### src/rtl/mc_ctrl_fsm.sv
// rtl/mc_ctrl_fsm.sv - multicycle control FSM with NZCV condition evaluation
module mc_ctrl_fsm #(
  parameter logic [3:0] INIT_FLAGS = 4'b0000
) (
  input  logic        clk,
  input  logic        reset,
  input  logic [31:0] Instr,
  input  logic [3:0]  ALUFlags,
  output logic        PCWrite,
  output logic        MemWrite,
  output logic        RegWrite,
  output logic        IRWrite,
  output logic        AdrSrc,
  output logic [1:0]  RegSrc,
  output logic [1:0]  ALUSrcA,
  output logic [1:0]  ALUSrcB,
  output logic [1:0]  ResultSrc,
  output logic [1:0]  ImmSrc,
  output logic [2:0]  ALUControl,
  output logic        Src_64b,
  output logic        FPUWrite,
  output logic        RegSrc64b,
  output logic [3:0]  Flags
);

  typedef enum logic [3:0] {
    S_FETCH, S_DECODE, S_MEMADR, S_MEMRD, S_MEMWB, S_MEMWR, S_EXECUTER,
    S_EXECUTEI, S_ALUWB, S_BRANCH, S_MUL64, S_MUL64WB, S_FPUEX, S_FPUWB
  } state_t;

  state_t     state_q, state_d;
  logic [3:0] flags_q, flags_d;

  logic [1:0] op;
  logic [5:0] funct;
  logic [3:0] cond;
  logic       is_lmul, is_fpu, is_logic, cond_ex;
  logic [2:0] dp_alu;
  logic       pc_we, mem_we, reg_we, ir_we, fpu_we;
  logic       unused_instr;

  assign op       = Instr[27:26];
  assign funct    = Instr[25:20];
  assign cond     = Instr[31:28];
  assign is_lmul  = (Instr[27:23] == 5'b00001) && (Instr[7:4] == 4'b1001);
  assign is_fpu   = (Instr[27:24] == 4'b1110) && (Instr[11:9] == 3'b101);
  assign is_logic = (funct[4:1] == 4'b0000) || (funct[4:1] == 4'b1100);
  assign unused_instr = ^{Instr[19:12], Instr[8], Instr[3:0]};

  always_comb begin
    cond_ex = 1'b0;
    unique case (cond)
      4'b0000: cond_ex = flags_q[2];
      4'b0001: cond_ex = ~flags_q[2];
      4'b0010: cond_ex = flags_q[1];
      4'b0011: cond_ex = ~flags_q[1];
      4'b0100: cond_ex = flags_q[3];
      4'b0101: cond_ex = ~flags_q[3];
      4'b0110: cond_ex = flags_q[0];
      4'b0111: cond_ex = ~flags_q[0];
      4'b1000: cond_ex = flags_q[1] & ~flags_q[2];
      4'b1001: cond_ex = ~flags_q[1] | flags_q[2];
      4'b1010: cond_ex = (flags_q[3] == flags_q[0]);
      4'b1011: cond_ex = (flags_q[3] != flags_q[0]);
      4'b1100: cond_ex = ~flags_q[2] & (flags_q[3] == flags_q[0]);
      4'b1101: cond_ex = flags_q[2] | (flags_q[3] != flags_q[0]);
      4'b1110: cond_ex = 1'b1;
      default: cond_ex = 1'b0;
    endcase
  end

  always_comb begin
    dp_alu = 3'b000;
    case (funct[4:1])
      4'b0010: dp_alu = 3'b001;
      4'b0000: dp_alu = 3'b010;
      4'b1100: dp_alu = 3'b011;
      default: dp_alu = 3'b000;
    endcase
  end

  always_comb begin
    state_d    = state_q;
    flags_d    = flags_q;
    pc_we      = 1'b0;
    mem_we     = 1'b0;
    reg_we     = 1'b0;
    ir_we      = 1'b0;
    fpu_we     = 1'b0;
    AdrSrc     = 1'b0;
    RegSrc     = 2'b00;
    ALUSrcA    = 2'b00;
    ALUSrcB    = 2'b00;
    ResultSrc  = 2'b00;
    ImmSrc     = 2'b00;
    ALUControl = 3'b000;
    Src_64b    = 1'b0;
    RegSrc64b  = 1'b0;
    unique case (state_q)
      S_FETCH: begin
        ir_we     = 1'b1;
        pc_we     = 1'b1;
        ALUSrcA   = 2'b01;
        ALUSrcB   = 2'b10;
        ResultSrc = 2'b10;
        state_d   = S_DECODE;
      end
      S_DECODE: begin
        ALUSrcA   = 2'b01;
        ALUSrcB   = 2'b10;
        ResultSrc = 2'b10;
        if (op == 2'b01) RegSrc = 2'b10;
        if (is_lmul)                         state_d = S_MUL64;
        else if (is_fpu)                     state_d = S_FPUEX;
        else if (op == 2'b01)                state_d = S_MEMADR;
        else if (op == 2'b10)                state_d = S_BRANCH;
        else if (op == 2'b00 && funct[5])    state_d = S_EXECUTEI;
        else if (op == 2'b00)                state_d = S_EXECUTER;
        else                                 state_d = S_FETCH;
      end
      S_MEMADR: begin
        ALUSrcB = 2'b01;
        ImmSrc  = 2'b01;
        state_d = funct[0] ? S_MEMRD : S_MEMWR;
      end
      S_MEMRD: begin
        AdrSrc  = 1'b1;
        state_d = S_MEMWB;
      end
      S_MEMWB: begin
        reg_we    = cond_ex;
        ResultSrc = 2'b01;
        state_d   = S_FETCH;
      end
      S_MEMWR: begin
        AdrSrc  = 1'b1;
        mem_we  = cond_ex;
        state_d = S_FETCH;
      end
      S_EXECUTER, S_EXECUTEI: begin
        ALUControl = dp_alu;
        if (state_q == S_EXECUTEI) ALUSrcB = 2'b01;
        // Logical ops have no carry/overflow of their own, so C and V are kept.
        if (funct[0] && cond_ex)
          flags_d = is_logic ? {ALUFlags[3:2], flags_q[1:0]} : ALUFlags;
        state_d = S_ALUWB;
      end
      S_ALUWB: begin
        reg_we  = cond_ex;
        state_d = S_FETCH;
      end
      S_BRANCH: begin
        ALUSrcB   = 2'b01;
        ImmSrc    = 2'b10;
        ResultSrc = 2'b10;
        pc_we     = cond_ex;
        state_d   = S_FETCH;
      end
      S_MUL64: begin
        RegSrc64b  = 1'b1;
        ALUControl = 3'b100;
        state_d    = S_MUL64WB;
      end
      S_MUL64WB: begin
        RegSrc64b = 1'b1;
        Src_64b   = 1'b1;
        reg_we    = cond_ex;
        state_d   = S_FETCH;
      end
      S_FPUEX: state_d = S_FPUWB;
      S_FPUWB: begin
        fpu_we  = cond_ex;
        state_d = S_FETCH;
      end
      default: state_d = S_FETCH;
    endcase
  end

  always_ff @(posedge clk) begin
    if (reset) begin
      state_q <= S_FETCH;
      flags_q <= INIT_FLAGS;
    end else begin
      state_q <= state_d;
      flags_q <= flags_d;
    end
  end

  assign PCWrite  = pc_we  & ~reset;
  assign MemWrite = mem_we & ~reset;
  assign RegWrite = reg_we & ~reset;
  assign IRWrite  = ir_we  & ~reset;
  assign FPUWrite = fpu_we & ~reset;
  assign Flags    = flags_q;

endmodule

### config.mk
export PLATFORM = sky130hd
export DESIGN_NAME = mc_ctrl_fsm
export DESIGN_NICKNAME = d
export VERILOG_FILES = /design/src/rtl/mc_ctrl_fsm.sv
export SDC_FILE = /design/constraint.sdc
export NUM_CORES = 1
export LEC_CHECK = 0
export CELL_PAD_IN_SITES_DETAIL_PLACEMENT = 1
export CELL_PAD_IN_SITES_GLOBAL_PLACEMENT = 1
export CORE_UTILIZATION = 28
export CTS_BUF_LIST = sky130_fd_sc_hd__clkbuf_4
export DETAILED_ROUTE_END_ITERATION = 8
export HOLD_SLACK_MARGIN = 0.02
export MAX_ROUTING_LAYER = met4
export PLACE_DENSITY_LB_ADDON = 0.1
export SLEW_MARGIN = 20
export SYNTH_ARGS = -nofsm -noshare
export SYNTH_HDL_FRONTEND = slang
export SYNTH_SLANG_ARGS = --single-unit
### constraint.sdc
create_clock -name clk -period 4.9 [get_ports clk]
set_clock_uncertainty 0.2 [all_clocks]
set_input_delay 0.98 -clock clk [delete_from_list [all_inputs] [get_ports clk]]
set_output_delay 0.98 -clock clk [all_outputs]
set_load 0.02 [all_outputs]
# Word-level counts from Yosys, hierarchy flattened

Index checks and enable logic that the tools add are counted.

Bits in registers: 8
Bits of input ports: 38

Equal/unequal tests: 37
Multiplexer cells: 26
Bitwise logic cells: 15
Reductions and logical operators: 18

Operators by type and width:

| cell               | count |
|---|---|
| $eq 4x4->1 const B | 16 |
| $eq 4x3->1 const B | 8 |
| $pmux 4 s7         | 1 |
| $eq 4x2->1 const B | 5 |
| $mux 4             | 4 |
| $pmux 1 s15        | 1 |
| $logic_not 4->1    | 3 |
| $pmux 2 s3         | 2 |
| $reduce_or 2->1    | 5 |
| $mux 1             | 9 |
| $mux 3             | 3 |
| $eq 4x1->1 const B | 2 |
| $pmux 2 s2         | 2 |
| $and 1x1->1        | 7 |
| $not 1->1          | 6 |
| $pmux 3 s2         | 1 |
| $reduce_or 3->1    | 2 |
| $eq 5x1->1 const B | 1 |
| $logic_and 1x1->1  | 4 |
| $mux 2             | 2 |
| $eq 3x3->1 const B | 1 |
| $reduce_and 3->1   | 1 |
| $eq 2x1->1 const B | 1 |
| $eq 2x2->1 const B | 1 |
| 7 further kinds    | 8 |

# Longest topological paths before layout

Gate-level depths: netlist of run 1.

Depth in word-level cells: 8
Depth in mapped cells: 7

# Worst setup path after synthesis of run 1

No wires, ideal clock.

Path type: input -> output
From: input Instr[30]
To: output FPUWrite
Arrival: 2863 ps
Path slack: 857 ps
Stages on the path: 6
Cell sequence: buf_6 > and2_4 > or4b_4 > a311oi_4 > a2111oi_4 > nor4b_1

Cells in the longest elaborated chain, start to end: 4

RTL lines:

| element                            | line | source |
|---|---|---|
| start: declaration                 | 7    | `input logic [31:0] Instr,` |
| $eq 4x4->1 (tied with other cells) | 52   | `unique case (cond)` |
| $pmux 1 s15 (*)                    | 52   |  |
| $mux 1 (*)                         | 99   | `unique case (state_q)` |
| $and 1x1->1 (*)                    | 193  | `assign FPUWrite = fpu_we & ~reset;` |
| end: declaration                   | 21   | `output logic FPUWrite,` |

Mark *: on every way between the ends. The rest lies on a longest branch, timed or not.

# Worst setup path in the final report of run 1

From: input Instr[30]
To: output MemWrite

Cells in the longest elaborated chain, start to end: 4

RTL lines:

| element                            | line | source |
|---|---|---|
| $eq 4x4->1 (tied with other cells) | 52   |  |
| $pmux 1 s15 (*)                    | 52   |  |
| $mux 1 (*)                         | 99   |  |
| $and 1x1->1 (*)                    | 190  | `assign MemWrite = mem_we & ~reset;` |
| end: declaration                   | 10   | `output logic MemWrite,` |

Marked as above.

==> results of run 1 <==
-- per-layer routing --
layer	up-vias	track usage [%]
met5	-	-
met4	0	4.07
met3	0	1.28
met2	28	28.5
met1	551	20.8
li1	565	-
-- placed cells by master, fill, tap and decap left out, types with 4 or more instances in the layout --
cell and count:
nor2b_1 5, a21oi_1 5, mux2i_1 6, nor2_1 18, buf_4 6, nand2b_1 8
nor4b_1 5, dfxtp_1 8, nor3_1 4, nand2_1 6, clkdlybuf4s50_1 46
-- state kept, by name, summed over array words and instances (netlist names) --
signal   count
Flags        4
state_q      4
-- power by group through the flow --
stage	Sequential [mW]	Clock (mW)	Combinational, mW
floorplan	0.0695	0	0.0682
global placement	0.0763	0	0.103
detailed placement	0.0764	0	0.105
CTS	0.0749	0.0526	0.106
global route	0.0759	0.0579	0.117
finish	0.0751	0.0494	0.109
-- critical path, cell delays in order --
cell,delay [ns]
clkdlybuf4s50_1,0.60
buf_4,0.18
nand4bb_1,0.10
o221a_2,0.30
a311oi_4,0.32
a2111oi_4,0.08
nor2_2,0.16
and3_1,0.19
clkdlybuf4s50_1,0.60
-- per-stage QoR --
stage	hold slack, ns	total power, mW	cell area, sq um
floorplan	0.380	0.138	1030
global placement	0.328	0.180	1510
detailed placement	0.360	0.182	1510
CTS	0.373	0.234	1530
global route	0.433	0.251	1550
finish	0.367	0.233	1550
-- cell families (layout without fill, tap and decap cells) --
kind of cell              count (synthesis)  in the layout
and+or+nand+nor                          73             73
muxes                                     7              7
AOI/OAI and AO/OA                        26             26
other                                     1              2
buffers and inverters                    16             59
xor gates and xnor gates                  3              3
DFF                                       8              8
-- final timing paths --
check,from,to,slack (ns)
worst max-delay path,Instr[30],MemWrite,0.20
worst min-delay path,Flags[1]$_SDFFE_PP0P_,Flags[1]$_SDFFE_PP0P_,0.37
worst min register to register,Flags[1]$_SDFFE_PP0P_,Flags[1]$_SDFFE_PP0P_,0.37
worst max register to register,Flags[3]$_SDFFE_PP0P_,Flags[2]$_SDFFE_PP0P_,2.67
-- final cells by class --
type | instances | area, sq um | area share, %
repair buffers | 53 | 518 | 33.5
inverters | 3 | 11.3 | 0.728
flip-flops and latches | 8 | 160 | 10.3
clock buffers | 3 | 22.5 | 1.46
multi-input cells | 111 | 778 | 50.3
well taps | 46 | 57.6 | 3.72
-- timing repair --
action / in CTS / in global routing
hold endpoints to repair: 0 / 0
endpoints found under the setup margin: 0 / 4
buffers inserted: 0 / 2
resized for setup: 0 / 2
==> metrics.cfg, run 1 <==
[timing]
slew_viol_final=0
period_share_pct=95.9
slew_headroom_pct=59.8
hold_viol=0
fmax_ghz=0.213
setup_viol=0
setup_ws_ns=0.201
tightest_slew_ns=0.603
finalCriticalPeriod_ns=4.70
rsz0062_at_grt=false
setup_tns_ns=0

[die]
die-area_sq_mm=0.00393
die_w_microns=62.7
die_h_microns=62.7
pin_count=63
rows=21
core_area_sq_mm=0.00344
start_util_pct=30.0

[logic_synthesis]
synth_top_area_share_pct=15.5
ys_warn_count=0
muxShareOfSynthArea_pct=6.92
synthSimpleGateAreaFrac_pct=43.8
yosys.area_share.adder_pct=0
synthCells=134
syn_avg_cell_area_sq_um=7.69
synth_common_cells=nor2_1 (19), dfxtp_1 (8), nand2b_1 (8), mux2i_1 (6), nand2_1 (6)
synth_largest_area_cell=dfxtp_1
synth.distinct_cells=50
seq_area_frac_synth_pct=15.5
synth_edf_count=0
synth_ff_type=dfxtp_1
post-synth-top-count-cell=nor2_1
synth_xor_area_share_pct=2.55
synth_top_family_by_area=simple AND/OR/NAND/NOR gates
synth.area.top_cells=dfxtp_1 (16%), nor2_1 (6.9%), mux2i_1 (5.8%)
synth-seq-cells=8
synth_compound_area_share_pct=21.2
syn_area_sq_mm=0.00103
synthArstFlopShare_pct=0

[global_route]
grt_max_degree=19
grt_pass1_wl_microns=5270
grt-ovfl-total=0
grt_pass1_vias=1204
track_usage_pct=16.6
grt_antenna_before_repair=0

[route]
drt_pass1_iterations=4
route.detailed.drc=0
wl_per_cell_microns=13.8
met1_length_microns=1380
wl_met2_microns=1600
drt-total-wl_microns=3090
top_layer=met3
routed_via_density=5.11
drt_iter0_markers=63
vias=1144
dr_wl_met3_microns=108
ant_nets=0

[placed_design]
pre_cts_ws_ns=0.0722
dp.cells=219
gp_congestion=0.738
place.detailed.hpwl_microns=2480
port_buffers=47

[hold_path]
hp-class=reg2reg
worstHoldPathCells=2

[clocking]
clock_path_buffers=2
cts_buffers=3
cts_hold_buf=0
clock-sinks=8
ctsHtreeMaxLevel=1
insertion_delay_ns=0.25
cts_tree=done
root_buffer=clkbuf_4
clkTransAtPathRegs_ns=0.05

[finish]
syn_to_final_growth_pct=50.1
n_fill_cell=422
layout.nets=218
layout-drive-gt1-share_pct=11.8
n_antenna_cell=0
fin_util_pct=45.0
fin_cells=224

[pwr]
netSwitchingFraction_pct=33.9
leakage_nw=0.577
internal-power_mw=0.154
combPwrFrac_pct=46.6
ir_drop_mv=0.0702
p_per_area_mw_per_mm2=151
clkPwrFrac_pct=21.2
pwr-share-seq_pct=32.2
p_sw_mw=0.0791

[critical_path]
crit_path_max_fanout=7
end_kind=primary output
reg2reg_depth=7
startpoint_type=input port
critPathKind=in2out
arrival_ns=3.52
cp.required_ns=3.72

[run_status]
status=completed

[job]
drv_cap=0

No activity file was read; power rests on OpenSTA's default activity.
==> run 2, diff against run 1 <==
--- a/config.mk
+++ b/config.mk
@@ -12,7 +12,7 @@
 export DETAILED_ROUTE_END_ITERATION = 8
 export HOLD_SLACK_MARGIN = 0.02
 export MAX_ROUTING_LAYER = met4
-export PLACE_DENSITY_LB_ADDON = 0.1
+export PLACE_DENSITY = 0.95
 export SLEW_MARGIN = 20
 export SYNTH_ARGS = -nofsm -noshare
 export SYNTH_HDL_FRONTEND = slang
==> metrics.cfg, run 2 (same netlist as run 1, synthesis figures left out) <==
[route]
routed_via_density=5.07  ; -0.78%
drt-total-wl_microns=3100  ; +0.32%
vias=1130  ; -1.2%
ant_nets=0  ; unchanged
wl_per_cell_microns=13.9  ; +0.77%
drt_iter0_markers=60  ; -4.8%
drt_pass1_iterations=4  ; unchanged
route.detailed.drc=0  ; unchanged

[clocking]
root_buffer=clkbuf_4
post_cts_resized=0  ; unchanged
clkTransAtPathRegs_ns=0.05  ; about the same
cts_tree=done
clock_path_buffers=2  ; unchanged
clock-sinks=8  ; unchanged
ctsHtreeMaxLevel=1  ; unchanged
postCtsSetupBuffers=0  ; unchanged
cts_hold_buf=0  ; unchanged
insertion_delay_ns=0.25  ; about the same
cts_buffers=3  ; unchanged

[hold_path]
hp-start=Flags[1]$_SDFFE_PP0P_
hold_end=Flags[1]$_SDFFE_PP0P_
hp-class=reg2reg
worstHoldPathCells=2  ; unchanged

[timing]
period_share_pct=96.3  ; +0.41 points
tightest_slew_ns=0.615  ; +0.0125 ns
setup_viol=0  ; unchanged
rsz0062_at_grt=false
fmax_ghz=0.212  ; -0.43%
finalCriticalPeriod_ns=4.72  ; +0.0202 ns
slew_viol_final=0  ; unchanged
hold_viol=0  ; unchanged
setup_tns_ns=0  ; unchanged
slew_headroom_pct=58.9  ; -0.84 points

[critical_path]
end_kind=primary output
crit_path_frequent_cell=clkdlybuf4s50_1
r2r_end=Flags[3]$_SDFFE_PP0P_
crit_path_max_fanout=8  ; +1
timing.rr.start=Flags[0]$_SDFFE_PP0P_
slowest_stage=clkdlybuf4s50_1
cp.required_ns=3.72  ; about the same
cp_cell_sequence=clkdlybuf4s50_1 > or2b_1 > o221a_2 > a311oi_4 > a2111oi_4 > nor2_1 > and3_1 > clkdlybuf4s50_1
regToRegSetupSlack_ns=2.65  ; -0.02 ns
cp_slowest_stage_delay_ns=0.61  ; about the same
reg2reg_depth=7  ; unchanged
critPathKind=in2out
startpoint_type=input port
arrival_ns=3.54  ; +0.02 ns

[finish]
syn_to_final_growth_pct=48.9
most-common-layout-cells=clkdlybuf4s50_1 (47), nor2_1 (19), dfxtp_1 (8), nand2b_1 (8)
n_antenna_cell=0  ; unchanged
layout_commonest_cell=clkdlybuf4s50_1
fin_cells=223  ; -0.45%
layout-drive-gt1-share_pct=10.7  ; -1.1 points
layout.nets=217  ; -0.46%
n_fill_cell=423  ; +0.24%

[die]
pin_count=63  ; unchanged
rows=21  ; unchanged
die_w_microns=62.7  ; unchanged
die_h_microns=62.7  ; unchanged
core_area_sq_mm=0.00344  ; unchanged
start_util_pct=30.0  ; unchanged
die-area_sq_mm=0.00393  ; unchanged

[global_route]
grt_max_degree=19  ; unchanged
grt_pass1_vias=1225  ; +1.7%
grt-ovfl-total=0  ; unchanged
grt_pass1_wl_microns=5300  ; +0.53%
grt_antenna_before_repair=0  ; unchanged
track_usage_pct=17.1  ; +0.53 points

[pwr]
combPwrFrac_pct=46.1  ; -0.5 points
p_sw_mw=0.0772  ; -2.4%
leakage_nw=0.553  ; -4.0%
p_per_area_mw_per_mm2=150  ; -0.56%
pwr-share-seq_pct=32.7  ; +0.5 points
ir_drop_mv=0.0603  ; -14%
netSwitchingFraction_pct=33.6  ; -0.36 points
clkPwrFrac_pct=21.1  ; about the same
internal-power_mw=0.153  ; -0.83%

[placed_design]
gp_congestion=0.796  ; +7.9%
place.detailed.hpwl_microns=2460  ; -0.84%
dp.cells=220  ; +0.46%
port_buffers=47  ; unchanged

[job]
drv_cap=0  ; unchanged

[run_status]
status=completed

-- run 2: layer usage --
| layer | vias up | GRT usage, % | routed length (microns) |
|---|---|---|---|
| met2 | 31 | 31.8 | 1650 |
| li1 | 559 | - | - |
| met1 | 536 | 18.2 | 1280 |
| met5 | - | - | 0 |
| met3 | 4 | 3.47 | 134 |
| met4 | 0 | 4.36 | 29 |
-- run 2: power by group through the flow --
stage / combinational, mW / sequential (mW) / clock, mW
2_1_floorplan: 0.0682 / 0.0695 / 0
3_3_place_gp: 0.104 / 0.0764 / 0
3_5_place_dp: 0.106 / 0.0765 / 0
4_1_cts: 0.107 / 0.0752 / 0.0512
5_1_grt: 0.115 / 0.0763 / 0.0559
6_report: 0.106 / 0.0753 / 0.0486
-- run 2: worst max path at each step --
stage                         start  endpoint  slack [ns]  cells after the start
after floorplan           Instr[30]  FPUWrite        0.86                      6
after global placement    Instr[28]  MemWrite        0.20                      8
after detailed placement  Instr[28]  MemWrite        0.18                      8
after CTS                 Instr[28]  MemWrite        0.17                      8
after global routing      Instr[30]  MemWrite        0.04                      9
final                     Instr[28]  MemWrite        0.18                      8
-- run 2: critical path, delay by kind of cell --
family / cells / cell delay [ns]
AO/OA/AOI/OAI: 3 / 0.67
buffers and inverters: 2 / 1.21
AND/OR/NAND/NOR: 3 / 0.67
-- run 2: cell type report --
cell class	instances	area (sq um)	share of cell area (%)
Clock buffer	3	22.5	1.47
Timing Repair Buffer	52	508	33.1
Inverter	3	11.3	0.733
Multi-Input combinational cell	111	776	50.5
Tap cell	46	57.6	3.75
Sequential cell	8	160	10.4
-- run 2: through the flow --
step / setup slack (ns) / cell area, sq um / hold WS [ns] / util [%] / total power [mW]
final: 0.181 / 1540 / 0.380 / 44.6 / 0.230
after global routing: 0.0428 / 1540 / 0.407 / 44.6 / 0.247
after CTS: 0.170 / 1540 / 0.378 / 44.6 / 0.233
after detailed placement: 0.179 / 1510 / 0.370 / 43.9 / 0.183
after global placement: 0.199 / 1510 / 0.335 / 43.9 / 0.181
after floorplan: 0.857 / 1030 / 0.380 / - / 0.138
==> run 3, diff against run 2 <==
--- a/config.mk
+++ b/config.mk
@@ -7,6 +7,7 @@
 export LEC_CHECK = 0
 export CELL_PAD_IN_SITES_DETAIL_PLACEMENT = 1
 export CELL_PAD_IN_SITES_GLOBAL_PLACEMENT = 1
+export CORE_MARGIN = 5
 export CORE_UTILIZATION = 28
 export CTS_BUF_LIST = sky130_fd_sc_hd__clkbuf_4
 export DETAILED_ROUTE_END_ITERATION = 8
==> metrics.cfg, run 3 (same netlist as run 1, synthesis figures left out) <==
[die]
start_util_pct=28.6  ; -1.4 points
core_area_sq_mm=0.00361  ; +4.8%
pin_count=63  ; unchanged
rows=22  ; +4.8%
die_w_microns=70.7  ; +13%
die_h_microns=70.7  ; +13%
die-area_sq_mm=0.00500  ; +27%

[placed_design]
port_buffers=47  ; unchanged
place_area_sq_mm=0.00151  ; -0.33%
place.detailed.hpwl_microns=2610  ; +6.0%
dp.cells=221  ; +0.45%
gp_congestion=0.815  ; +2.4%

[finish]
n_antenna_cell=0  ; unchanged
n_fill_cell=446  ; +5.4%
ff_latch_area_sq_um=160  ; unchanged
fin_cells=224  ; +0.45%
most-common-layout-cells=clkdlybuf4s50_1 (46), nor2_1 (19), dfxtp_1 (8), nand2b_1 (8)
layout.nets=216  ; -0.46%
layout-drive-gt1-share_pct=10.2  ; -0.51 points
multi_input_area_sq_um=776  ; unchanged
fin_area_sq_mm=0.00153  ; -0.16%
layout_commonest_cell=clkdlybuf4s50_1
syn_to_final_growth_pct=48.7

[timing]
setup_tns_ns=0  ; unchanged
fmax_ghz=0.214  ; +1.1%
period_share_pct=95.3  ; -1.1 points
slew_headroom_pct=59.0  ; +0.067 points
rsz0062_at_grt=false
slew_viol_final=0  ; unchanged
finalCriticalPeriod_ns=4.67  ; -0.0520 ns
tightest_slew_ns=0.614  ; -0.00101 ns
hold_viol=0  ; unchanged
setup_viol=0  ; unchanged

[pwr]
leakage_nw=0.558  ; +0.81%
ir_drop_mv=0.0622  ; +3.0%
p_per_area_mw_per_mm2=151  ; +1.0%

[critical_path]
crit_path_max_fanout=5  ; -3
critPathKind=in2out
end_kind=primary output
arrival_ns=3.49  ; -0.05 ns
startpoint_type=input port
cp.required_ns=3.72  ; about the same

[route]
route.detailed.drc=0  ; unchanged
drt_iter0_markers=13  ; -78%
routed_via_density=5.05  ; -0.36%
drt_pass1_iterations=3  ; -1
wl_per_cell_microns=14.3  ; +3.0%
ant_nets=0  ; unchanged
vias=1131  ; +0.088%
drt-total-wl_microns=3200  ; +3.5%

[clocking]
insertion_delay_ns=0.26  ; about the same
cts_buffers=3  ; unchanged
ctsHtreeMaxLevel=1  ; unchanged
cts_tree=done
clkTransAtPathRegs_ns=0.06  ; about the same
clock-sinks=8  ; unchanged
root_buffer=clkbuf_4
clock_path_buffers=2  ; unchanged

[hold_path]
hp-class=reg2reg

[run_status]
status=completed

[global_route]
track_usage_pct=13.6  ; -3.5 points
grt-ovfl-total=0  ; unchanged
grt_pass1_wl_microns=5420  ; +2.2%
grt_antenna_before_repair=0  ; unchanged
grt_max_degree=19  ; unchanged
grt_pass1_vias=1207  ; -1.5%

[job]
drv_cap=0  ; unchanged

## run 3: cell count changes in the layout (fill, tap and decap cells not counted), sizes merged
| cell | delta |
|---|---|
| buf | -1 |
| clkdlybuf4s50 | -1 |
| dlymetal6s2s | +1 |
## run 3: per-layer routing
layer	global-route usage [%]	wire, microns	vias to the layer above
met5	-	0	-
met4	2.92	42	0
met3	4.12	159	6
met2	24.8	1670	28
met1	14.2	1330	533
li1	-	-	564
## run 3: power by group
| group | leakage, nW | switching [mW] | internal (mW) |
|---|---|---|---|
| combinational | 0.479 | 0.0479 | 0.0560 |
| sequential | 0.0650 | 0.00792 | 0.0675 |
| clock | 0.0138 | 0.0246 | 0.0282 |
## run 3: path summary, 6_finish.rpt
kind | depth (start not counted) | slack [ns] | from | to
setup reg to reg | 6 | 2.81 | Flags[3]$_SDFFE_PP0P_ | Flags[2]$_SDFFE_PP0P_
hold / removal | 2 | 0.37 | Flags[1]$_SDFFE_PP0P_ | Flags[1]$_SDFFE_PP0P_
hold reg to reg | 2 | 0.37 | Flags[1]$_SDFFE_PP0P_ | Flags[1]$_SDFFE_PP0P_
setup / recovery | 8 | 0.23 | Instr[31] | MemWrite
## run 3: cell type report
class                      instances  share of cell area, %
clock buffer                       3                   1.47
inverter                           3                  0.735
multi-input combinational        111                   50.6
sequential                         8                   10.4
tap                               48                   3.92
timing repair buffer              51                   32.8
## run 3: per-stage QoR
step	util [%]	hold WS [ns]	worst slack, ns	power (mW)
2_1_floorplan	-	0.380	0.857	0.138
3_3_place_gp	41.8	0.333	0.125	0.179
3_5_place_dp	41.8	0.379	0.0775	0.181
4_1_cts	42.4	0.383	0.0824	0.235
5_1_grt	42.5	0.392	0.0667	0.247
6_report	42.5	0.374	0.233	0.232
## run 3: worst max-delay path, cell delays in order
cell	delay (ns)
clkdlybuf4s50_1	0.49
and2_4	0.18
or4b_4	0.49
a311oi_4	0.26
a2111oi_4	0.09
nor2_1	0.20
and3_1	0.19
clkdlybuf4s50_1	0.61
## run 3: timing repair
action,4_1_cts,5_1_grt
hold buffers,0,0
endpoints found under the setup margin,0,4
setup buffers,0,0
resized for setup,0,1
